`src/rtl/mem_bus_pkg.sv`:
```
// mem_bus_pkg
// Shared definitions for the memory-stage bus bridge: the controller state
// encoding, the bus command values carried on bus_we, the default value
// returned for loads that never received bus data, and a small alignment
// helper used when an access first shows up.
package mem_bus_pkg;

   // Controller states; the encoding is fixed so the state can be decoded by
   // other blocks or debug logic without going through the enum.
   typedef enum logic [1:0] {
      IDLE = 2'd0,
      REQ  = 2'd1,
      DONE = 2'd2
   } bridge_state_t;

   // Values driven on bus_we.
   localparam logic BUS_CMD_READ  = 1'b0;
   localparam logic BUS_CMD_WRITE = 1'b1;

   // Load data handed back when a load times out or is rejected as misaligned.
   localparam logic [31:0] ERR_RDATA_DEFAULT = 32'h0000_0000;

   // A word access is legal only when the two byte-offset bits are zero.
   function automatic logic is_word_aligned(input logic [31:0] addr);
      return (addr[1:0] == 2'b00);
   endfunction

endpackage

```
`src/rtl/mem_stage_bridge_wait_counter.sv`:
```
// wait_counter
// Counts bus wait cycles for the bridge. The count is cleared whenever the
// bridge is not waiting on the bus and advances once per cycle in which a
// request is outstanding without an acknowledge. The terminal-count flag is
// raised while the count sits one below TERMINAL, so the cycle that would
// bring the count to TERMINAL is recognised in the same cycle it happens.
//
// Ports:
//   clk    - system clock, rising edge
//   reset  - asynchronous active-high reset
//   clear  - synchronous clear, wins over enable
//   enable - advance the count by one
//   tc     - the next enabled cycle reaches TERMINAL
module wait_counter #(
   parameter int unsigned TERMINAL = 16,
   parameter int unsigned WIDTH    = 5
) (
   input  logic clk,
   input  logic reset,
   input  logic clear,
   input  logic enable,
   output logic tc
);

   localparam logic [WIDTH-1:0] TC_VALUE = WIDTH'(TERMINAL - 1);

   logic [WIDTH-1:0] count;

   // Wait-cycle count; clear has priority so a fresh request always starts
   // counting from zero.
   always_ff @(posedge clk or posedge reset) begin
      if (reset) begin
         count <= '0;
      end else if (clear) begin
         count <= '0;
      end else if (enable) begin
         count <= count + WIDTH'(1);
      end
   end

   // Terminal flag looks one cycle ahead of the stored count.
   assign tc = (count == TC_VALUE);

endmodule

```
`src/rtl/mem_stage_bridge.sv`:
```
// mem_stage_bridge
// Sits between the CPU memory stage and a request/acknowledge data bus. Each
// aligned load or store becomes one bus transaction while the pipeline is
// held with stall; misaligned accesses are rejected in the same cycle without
// touching the bus. A bus that never acknowledges is abandoned after TIMEOUT
// request cycles and flagged on the sticky buserr output.
//
// Ports:
//   clk, reset      - system clock and asynchronous active-high reset
//   memread         - CPU load in memory stage
//   memwrite        - CPU store in memory stage (wins over memread)
//   memaddr         - byte address
//   memwritedata    - store data
//   memreaddata     - load data towards the MEM/WB register
//   stall           - holds PC and pipeline registers while high
//   bus_req         - bus transaction request
//   bus_we          - bus direction, 1 = write
//   bus_addr        - word-aligned bus address
//   bus_wdata       - bus write data
//   bus_ack         - bus transaction complete, bus_rdata valid
//   bus_rdata       - bus read data
//   buserr          - sticky flag: a transaction timed out
//   misalign        - one-cycle pulse for an access with memaddr[1:0] != 0
module mem_stage_bridge
   import mem_bus_pkg::*;
#(
   parameter int unsigned TIMEOUT   = 16,
   parameter logic [31:0] ERR_RDATA = ERR_RDATA_DEFAULT
) (
   input  logic        clk,
   input  logic        reset,
   input  logic        memread,
   input  logic        memwrite,
   input  logic [31:0] memaddr,
   input  logic [31:0] memwritedata,
   output logic [31:0] memreaddata,
   output logic        stall,
   output logic        bus_req,
   output logic        bus_we,
   output logic [31:0] bus_addr,
   output logic [31:0] bus_wdata,
   input  logic        bus_ack,
   input  logic [31:0] bus_rdata,
   output logic        buserr,
   output logic        misalign
);

   localparam int unsigned CNT_W = $clog2(TIMEOUT + 1);

   bridge_state_t state;
   bridge_state_t next_state;

   logic        access;
   logic        aligned;
   logic        start_access;
   logic        reject_access;
   logic        ack_seen;
   logic        timed_out;
   logic        cnt_tc;
   logic        cnt_clear;
   logic        cnt_enable;
   logic [31:0] rdata_q;
   logic        buserr_q;

   assign access        = memread | memwrite;
   assign aligned       = is_word_aligned(memaddr);
   assign start_access  = (state == IDLE) && access && aligned;
   assign reject_access = (state == IDLE) && access && !aligned;
   assign ack_seen      = (state == REQ) && bus_ack;
   assign timed_out     = (state == REQ) && !bus_ack && cnt_tc;

   // The counter only runs while a request is outstanding and unanswered.
   assign cnt_clear  = (state != REQ);
   assign cnt_enable = (state == REQ) && !bus_ack;

   wait_counter #(
      .TERMINAL (TIMEOUT),
      .WIDTH    (CNT_W)
   ) u_wait_counter (
      .clk    (clk),
      .reset  (reset),
      .clear  (cnt_clear),
      .enable (cnt_enable),
      .tc     (cnt_tc)
   );

   // State register.
   always_ff @(posedge clk or posedge reset) begin
      if (reset) begin
         state <= IDLE;
      end else begin
         state <= next_state;
      end
   end

   // Next-state logic. DONE always falls back to IDLE: the access the CPU is
   // still presenting in DONE is the one just completed, so it must not be
   // picked up again.
   always_comb begin
      next_state = state;
      case (state)
         IDLE: begin
            if (start_access) begin
               next_state = REQ;
            end
         end
         REQ: begin
            if (ack_seen || timed_out) begin
               next_state = DONE;
            end
         end
         DONE: begin
            next_state = IDLE;
         end
         default: begin
            next_state = IDLE;
         end
      endcase
   end

   // Bus command registers are captured once when the access is accepted and
   // then held steady for the whole request, so the bus sees stable address,
   // data and direction regardless of what the pipeline does meanwhile.
   always_ff @(posedge clk or posedge reset) begin
      if (reset) begin
         bus_we    <= BUS_CMD_READ;
         bus_addr  <= '0;
         bus_wdata <= '0;
      end else if (start_access) begin
         bus_we    <= memwrite ? BUS_CMD_WRITE : BUS_CMD_READ;
         bus_addr  <= memaddr;
         bus_wdata <= memwritedata;
      end
   end

   // Returned load data and the sticky error flag. Stores leave the held read
   // data alone; a timeout replaces it with the error value whatever the
   // direction, and the error flag stays set until reset.
   always_ff @(posedge clk or posedge reset) begin
      if (reset) begin
         rdata_q  <= '0;
         buserr_q <= 1'b0;
      end else if (timed_out) begin
         rdata_q  <= ERR_RDATA;
         buserr_q <= 1'b1;
      end else if (ack_seen && (bus_we == BUS_CMD_READ)) begin
         rdata_q  <= bus_rdata;
      end
   end

   // Combinational outputs. stall has to rise in the very cycle the access
   // appears, so it cannot wait for a registered state. The combinational
   // terms are masked by reset so that everything reads as idle while reset
   // is held, even if the CPU is still presenting an access.
   always_comb begin
      bus_req     = (state == REQ);
      stall       = !reset && (start_access || (state == REQ));
      misalign    = !reset && reject_access;
      memreaddata = misalign ? ERR_RDATA : rdata_q;
      buserr      = buserr_q;
   end

endmodule

```
`config.mk`:
```
export PLATFORM = sky130hd
export DESIGN_NAME = mem_stage_bridge
export DESIGN_NICKNAME = d
export VERILOG_FILES = /design/src/rtl/mem_bus_pkg.sv /design/src/rtl/mem_stage_bridge_wait_counter.sv /design/src/rtl/mem_stage_bridge.sv
export SDC_FILE = /design/constraint.sdc
export NUM_CORES = 1
export LEC_CHECK = 0
export ABC_AREA = 1
export CORE_UTILIZATION = 46
export CTS_BUF_LIST = sky130_fd_sc_hd__clkbuf_8
export DETAILED_ROUTE_END_ITERATION = 8
export PLACE_DENSITY = 0.87
export SYNTH_ARGS = -nofsm -noshare
export SYNTH_HDL_FRONTEND = slang
export SYNTH_SLANG_ARGS = --single-unit
```
`constraint.sdc`:
```
create_clock -name clk -period 10.8 [get_ports clk]
set_input_delay 2.16 -clock clk [delete_from_list [all_inputs] [get_ports clk]]
set_output_delay 2.16 -clock clk [all_outputs]
set_load 0.02 [all_outputs]
```
==> impl_metrics.toml, run 1 <==
[placed_design]
port_buffers = 201
hpwl_um = 8250
gp_congestion = 0.735
place_ws_ns = 3.84

[floorplanning]
io-pin-count = 202
core.rowCount = 35
fp.dieW_um = 101
dieHeight_um = 101
core-area_um2 = 9370
start_util_pct = 48.0
die_area_um2 = 10200

[global_route]
groute.layer.met3.usage_pct = 7.49
gr-usage-met2_pct = 40.7
top_usage_layer = "met2"
track_usage_pct = 23.4
grt_pass1_wl_um = 18400
grt_max_degree = 131
antenna_found_initial = 0
groute.layer.met1.usage_pct = 27.8
overflow = 0
grt_pass1_vias = 3936

[sta]
layout_setup_ws_ns = 3.86
fin_setup_tns_ns = 0
fin_crit_ns = 6.94
max_slew_margin_pct = 19.0
fmax_mhz = 144
clock_skew_ns = 0.0204
rsz0062_at_grt = "false"
layout_worst_path_cycle_share_pct = 64.3
final-max-slew-violation-count = 0
hold_violations = 0
finalSetupViolCount = 0
tightest_slew_ns = 1.21

[clock_network]
numClockSinks = 105
clk_latency_ns = 0.36
cts_buffer_depth = 2
cts-htree-levels = 3
hold_buffers = 0
cts_made_buffers = 9
cts_root_buf = "clkbuf_8"
path_clk_slew_ns = 0.11
ctsResizeCount = 0
cts_tree = "built"
postCtsSetupBuffers = 0

[synthesis]
ys_types = 23
syn_inst = 504
synth_area_per_cell_um2 = 8.92
synth-seq-area-share_pct = 58.4
synth_area_um2 = 4500
synth_nets = 607
synth_warnings = 0
synth-seq-cells = 105

[power_and_ir_drop]
p_total_mw = 1.40
irDropWorstVdd_uv = 96.8
p_per_area_nw_per_um2 = 208
power_leakage_nw = 3.30

[cells_and_area]
regArea_um2 = 2630
diodes = 0
final.fill_count = 747
final_cell_mix = "clkdlybuf4s50_1 (201), nand2_1 (141), dfrtp_1 (105)"
multi_input_comb_area_um2 = 1410
fin_nets = 792
area_growth_pct = 49.9
drive_above_1_share_pct = 3.75
mostFrequentLayoutCell = "clkdlybuf4s50_1"

[drt]
drt-total-wl_um = 11400
drt-initial-drc-count = 140
post_drt_wl_per_cell_um = 13.9
vias = 3927
drtAntennaViolNets = 0
via_per_inst = 4.77
remaining_drc_errors = 0
dr.pass1.iters = 4

[setup_path]
critPathMaxFanout = 130
worstPathRequired_ns = 8.64
cp-start-kind = "input port"
arrival_ns = 4.78
end_kind = "output pin"
crit_chain = "clkdlybuf4s50_1 -> inv_1 -> nand2_1 -> nand3_4 -> a21oi_1 -> clkdlybuf4s50_1"
cpPeakStageDelay_ns = 0.86
cpMostUsedCell = "clkdlybuf4s50_1"
critPathSlowestCell = "nand3_4"
worstSetupPathType = "input port to output pin"

[hold_path]
min_path_type = "flip-flop to flip-flop"

[job]
drv_cap = 0

[status]
outcome = "complete, no violations"
## worst max-delay path, delay by kind of cell
| kind | cells | cell delay (ns) |
|---|---|---|
| AO/OA/AOI/OAI | 1 | 0.43 |
| buffers and inverters | 3 | 1.14 |
| AND/OR/NAND/NOR | 2 | 1.04 |
## metrics by stage
stage	hold slack, ns	area, µm²	instances	utilization [%]
floorplan	0.453	4500	504	-
global placement	0.450	6530	807	69.7
detailed placement	0.452	6530	807	69.7
CTS	0.480	6740	823	71.9
global route	0.512	6740	823	71.9
finish	0.479	6740	823	71.9
## where the power goes
group | switching (mW) | leakage, nW | internal, mW
Clock | 0.137 | 0.103 | 0.116
Combinational | 0.293 | 1.87 | 0.285
Sequential | 0.0622 | 1.32 | 0.506
## sequential cells by signal, indices dropped and copies added, names as in the netlist
| name | cells |
|---|---|
| state | 2 |
| rdata_q | 32 |
| u_wait_counter.count | 5 |
| bus_wdata | 32 |
| bus_we | 1 |
| bus_addr | 32 |
| buserr | 1 |
## kinds of logic (layout without fill, tap and decap cells)
group | after synthesis | count (layout) | share of synthesized area [%]
DFF | 105 | 105 | 58.4
and+or+nand+nor | 187 | 187 | 17.6
adders and majority gates | 2 | 2 | 0.557
buffers and inverters | 108 | 298 | 10.3
AOI/OAI and AO/OA | 102 | 102 | 13.1
## cell type report
| type | instances | area share, % |
|---|---|---|
| Clock buffer | 10 | 2.04 |
| Clock inverter | 6 | 1.08 |
| Inverter | 79 | 4.46 |
| Multi-Input combinational cell | 291 | 21.0 |
| Sequential cell | 105 | 39.0 |
| Tap cell | 129 | 2.39 |
| Timing Repair Buffer | 203 | 30.1 |
## worst paths after layout
check	start	endpoint	slack, ns	cells after the start
setup / recovery	memread	stall	3.86	6
hold / removal	bus_addr[1]	bus_addr[1]	0.48	2
setup reg to reg	state[1]	bus_wdata[28]	8.57	3
hold reg to reg	bus_addr[1]	bus_addr[1]	0.48	2
max in group asynchronous	reset	rdata_q[13]	7.29	3
min in group asynchronous	reset	rdata_q[1]	2.17	2
## cells in the mapped netlist
library cell  number  area share [%]
o21ai_0           48             5.3
clkbuf_1           6            0.50
nor2_4             1            0.25
nand3_2            1            0.22
nand3_1           34             3.8
a21boi_0          32             5.3
and3_1             1            0.14
nand4_2            1            0.28
nand3_4            1            0.39
nor2_2             1            0.14
o21ai_1           19             2.1
buf_2             17             1.9
inv_1             77             6.4
buf_4              3            0.50
clkinv_2           1            0.11
buf_6              3            0.75
ha_1               2            0.56
nand2_1          141              12
dfrtp_1          105              58
nor2_1             4            0.33
inv_2              1           0.083
and2_1             2            0.28
a21oi_1            3            0.33
## per-layer routing
layer  share of wire (%)  vias up
li1                    -     1932
met1                  41     1834
met4                 1.1        0
met5                   0        -
met2                  50      147
met3                 8.0       14
Note: power is estimated with default switching activity, not from simulation.
==> inputs of run 2 (changes only) <==
--- a/config.mk
+++ b/config.mk
@@ -6,10 +6,10 @@
 export NUM_CORES = 1
 export LEC_CHECK = 0
 export ABC_AREA = 1
-export CORE_UTILIZATION = 46
+export CORE_UTILIZATION = 43
 export CTS_BUF_LIST = sky130_fd_sc_hd__clkbuf_8
 export DETAILED_ROUTE_END_ITERATION = 8
-export PLACE_DENSITY = 0.87
+export PLACE_DENSITY = 0.82
 export SYNTH_ARGS = -nofsm -noshare
 export SYNTH_HDL_FRONTEND = slang
 export SYNTH_SLANG_ARGS = --single-unit
==> constraint.sdc (replaced) <==
create_clock -name clk -period 6.4 [get_ports clk]
set_input_delay 1.28 -clock clk [delete_from_list [all_inputs] [get_ports clk]]
set_output_delay 1.28 -clock clk [all_outputs]
set_load 0.02 [all_outputs]
==> run 2 against run 1 <==
  * Sequential cell count unchanged
  * Core utilization decreased by 4.1 points
  * Worst setup slack got worse by 2.3 ns
  * First-iteration DRC count increased by 1.4%
  * Global-route usage decreased by 2.3 points
  * Largest cell class unchanged
  * Critical path depth unchanged
  * Hold slack got worse by 0.0052 ns
  * Die area increased by 6.8%
==> impl_metrics.toml, run 2 (synthesis gave the netlist of run 1 again) <==
[status]
outcome = "complete, no violations"

[clock_network]
cts_buffer_depth = 2
cts-htree-levels = 3
cts_tree = "built"
cts_made_buffers = 9
numClockSinks = 105
ctsResizeCount = 0
hold_buffers = 0
clk_latency_ns = 0.34
path_clk_slew_ns = 0.08
cts_root_buf = "clkbuf_8"
postCtsSetupBuffers = 0

[placed_design]
place_ws_ns = 1.52
gp_congestion = 0.820
postPlaceCellArea_um2 = 6540
port_buffers = 201
hpwl_um = 7880
dp_cells = 812

[drt]
remaining_drc_errors = 0
vias = 3914
post_drt_wl_per_cell_um = 13.3
drt-initial-drc-count = 142
drtAntennaViolNets = 0
drt-total-wl_um = 10900
dr.pass1.iters = 6
via_per_inst = 4.74

[cells_and_area]
final.fill_count = 781
post-route-cell-area_um2 = 6750
final_cell_mix = "clkdlybuf4s50_1 (201), nand2_1 (141), dfrtp_1 (105)"
instances_no_fill = 825
diodes = 0
mostFrequentLayoutCell = "clkdlybuf4s50_1"
area_growth_pct = 50.1
reg_top3 = "bus_addr x32, bus_wdata x32, rdata_q x32"
final_core_util_pct = 67.8
drive_above_1_share_pct = 3.47
fin_nets = 793

[setup_path]
critPathMaxFanout = 33
cpPeakStageDelay_ns = 0.80
end_kind = "output pin"
critPathSlowestCell = "and2_1"
worstRegToRegCells = 6
worstPathRequired_ns = 5.12
cpMostUsedCell = "clkdlybuf4s50_1"
crit_chain = "clkdlybuf4s50_1 -> inv_1 -> nand2_1 -> and2_1 -> a21boi_0 -> clkdlybuf4s50_1"
worstSetupPathType = "input port to output pin"
arrival_ns = 3.60
cp-start-kind = "input port"

[sta]
fin_setup_tns_ns = 0
rsz0062_at_grt = "false"
fin_hold_ws_ns = 0.474
hold_violations = 0
layout_worst_path_cycle_share_pct = 76.2
fmax_mhz = 205
tightest_slew_ns = 1.06
finalSetupViolCount = 0
layout_setup_ws_ns = 1.52
clock_skew_ns = 0.00742
max_slew_margin_pct = 29.3
fin_crit_ns = 4.88
final-max-slew-violation-count = 0

[global_route]
grt_pass1_wl_um = 18500
grt_max_degree = 130
overflow = 0
track_usage_pct = 21.0
antenna_found_initial = 0
grt_pass1_vias = 3822

[floorplanning]
core.rowCount = 36
start_util_pct = 45.2
die_area_um2 = 10900
core-area_um2 = 9950
io-pin-count = 202
fp.dieW_um = 104
dieHeight_um = 104

[job]
drv_cap = 0

[power_and_ir_drop]
power_leakage_nw = 3.30
p_per_area_nw_per_um2 = 350
irDropWorstVdd_uv = 175
p_total_mw = 2.36

[hold_path]
hold_depth = 2
min_path_type = "flip-flop to flip-flop"
## run 2: cell types whose count changed in the layout (fill, tap and decap cells not counted), sizes merged
cell    delta
clkinv     -2
inv        -2
bufinv     +1
buf        +1
## run 2: power breakdown
part | total, mW | switching [mW] | internal (mW) | leakage, nW
logic | 0.964 | 0.483 | 0.481 | 1.88
clock network | 0.430 | 0.205 | 0.225 | 0.100
registers | 0.965 | 0.111 | 0.854 | 1.32
total | 2.36 | 0.799 | 1.56 | 3.30
## run 2: routing by layer
layer	wire length (µm)	global-route usage, %	vias to the layer above
met3	763	5.08	8
met2	5210	34.0	150
met4	79	5.00	0
met5	0	0	-
met1	4900	28.6	1828
li1	-	-	1928
## run 2: final timing paths
check | from | to | slack [ns]
min in group asynchronous | reset | rdata_q[31] | 1.38
setup / recovery | memwrite | memreaddata[12] | 1.52
setup reg to reg | u_wait_counter.count[0] | rdata_q[29] | 4.17
hold reg to reg | buserr | buserr | 0.47
hold / removal | buserr | buserr | 0.47
max in group asynchronous | reset | bus_wdata[9] | 3.80
## run 2: area by class of cell
cell class,instances,area [µm²],share of cell area (%)
tap,133,166,2.47
sequential,105,2630,38.9
multi-input combinational,291,1410,21.0
clock buffer,10,138,2.04
timing repair buffer,204,2030,30.2
clock inverter,3,67.6,1.00
inverter,79,300,4.45
## run 2: worst max-delay path: cells and delay by family
kind	cells	cell delay [ns]
AOI/OAI and AO/OA	1	0.25
and+or+nand+nor	2	0.94
buffers and inverters	3	1.12
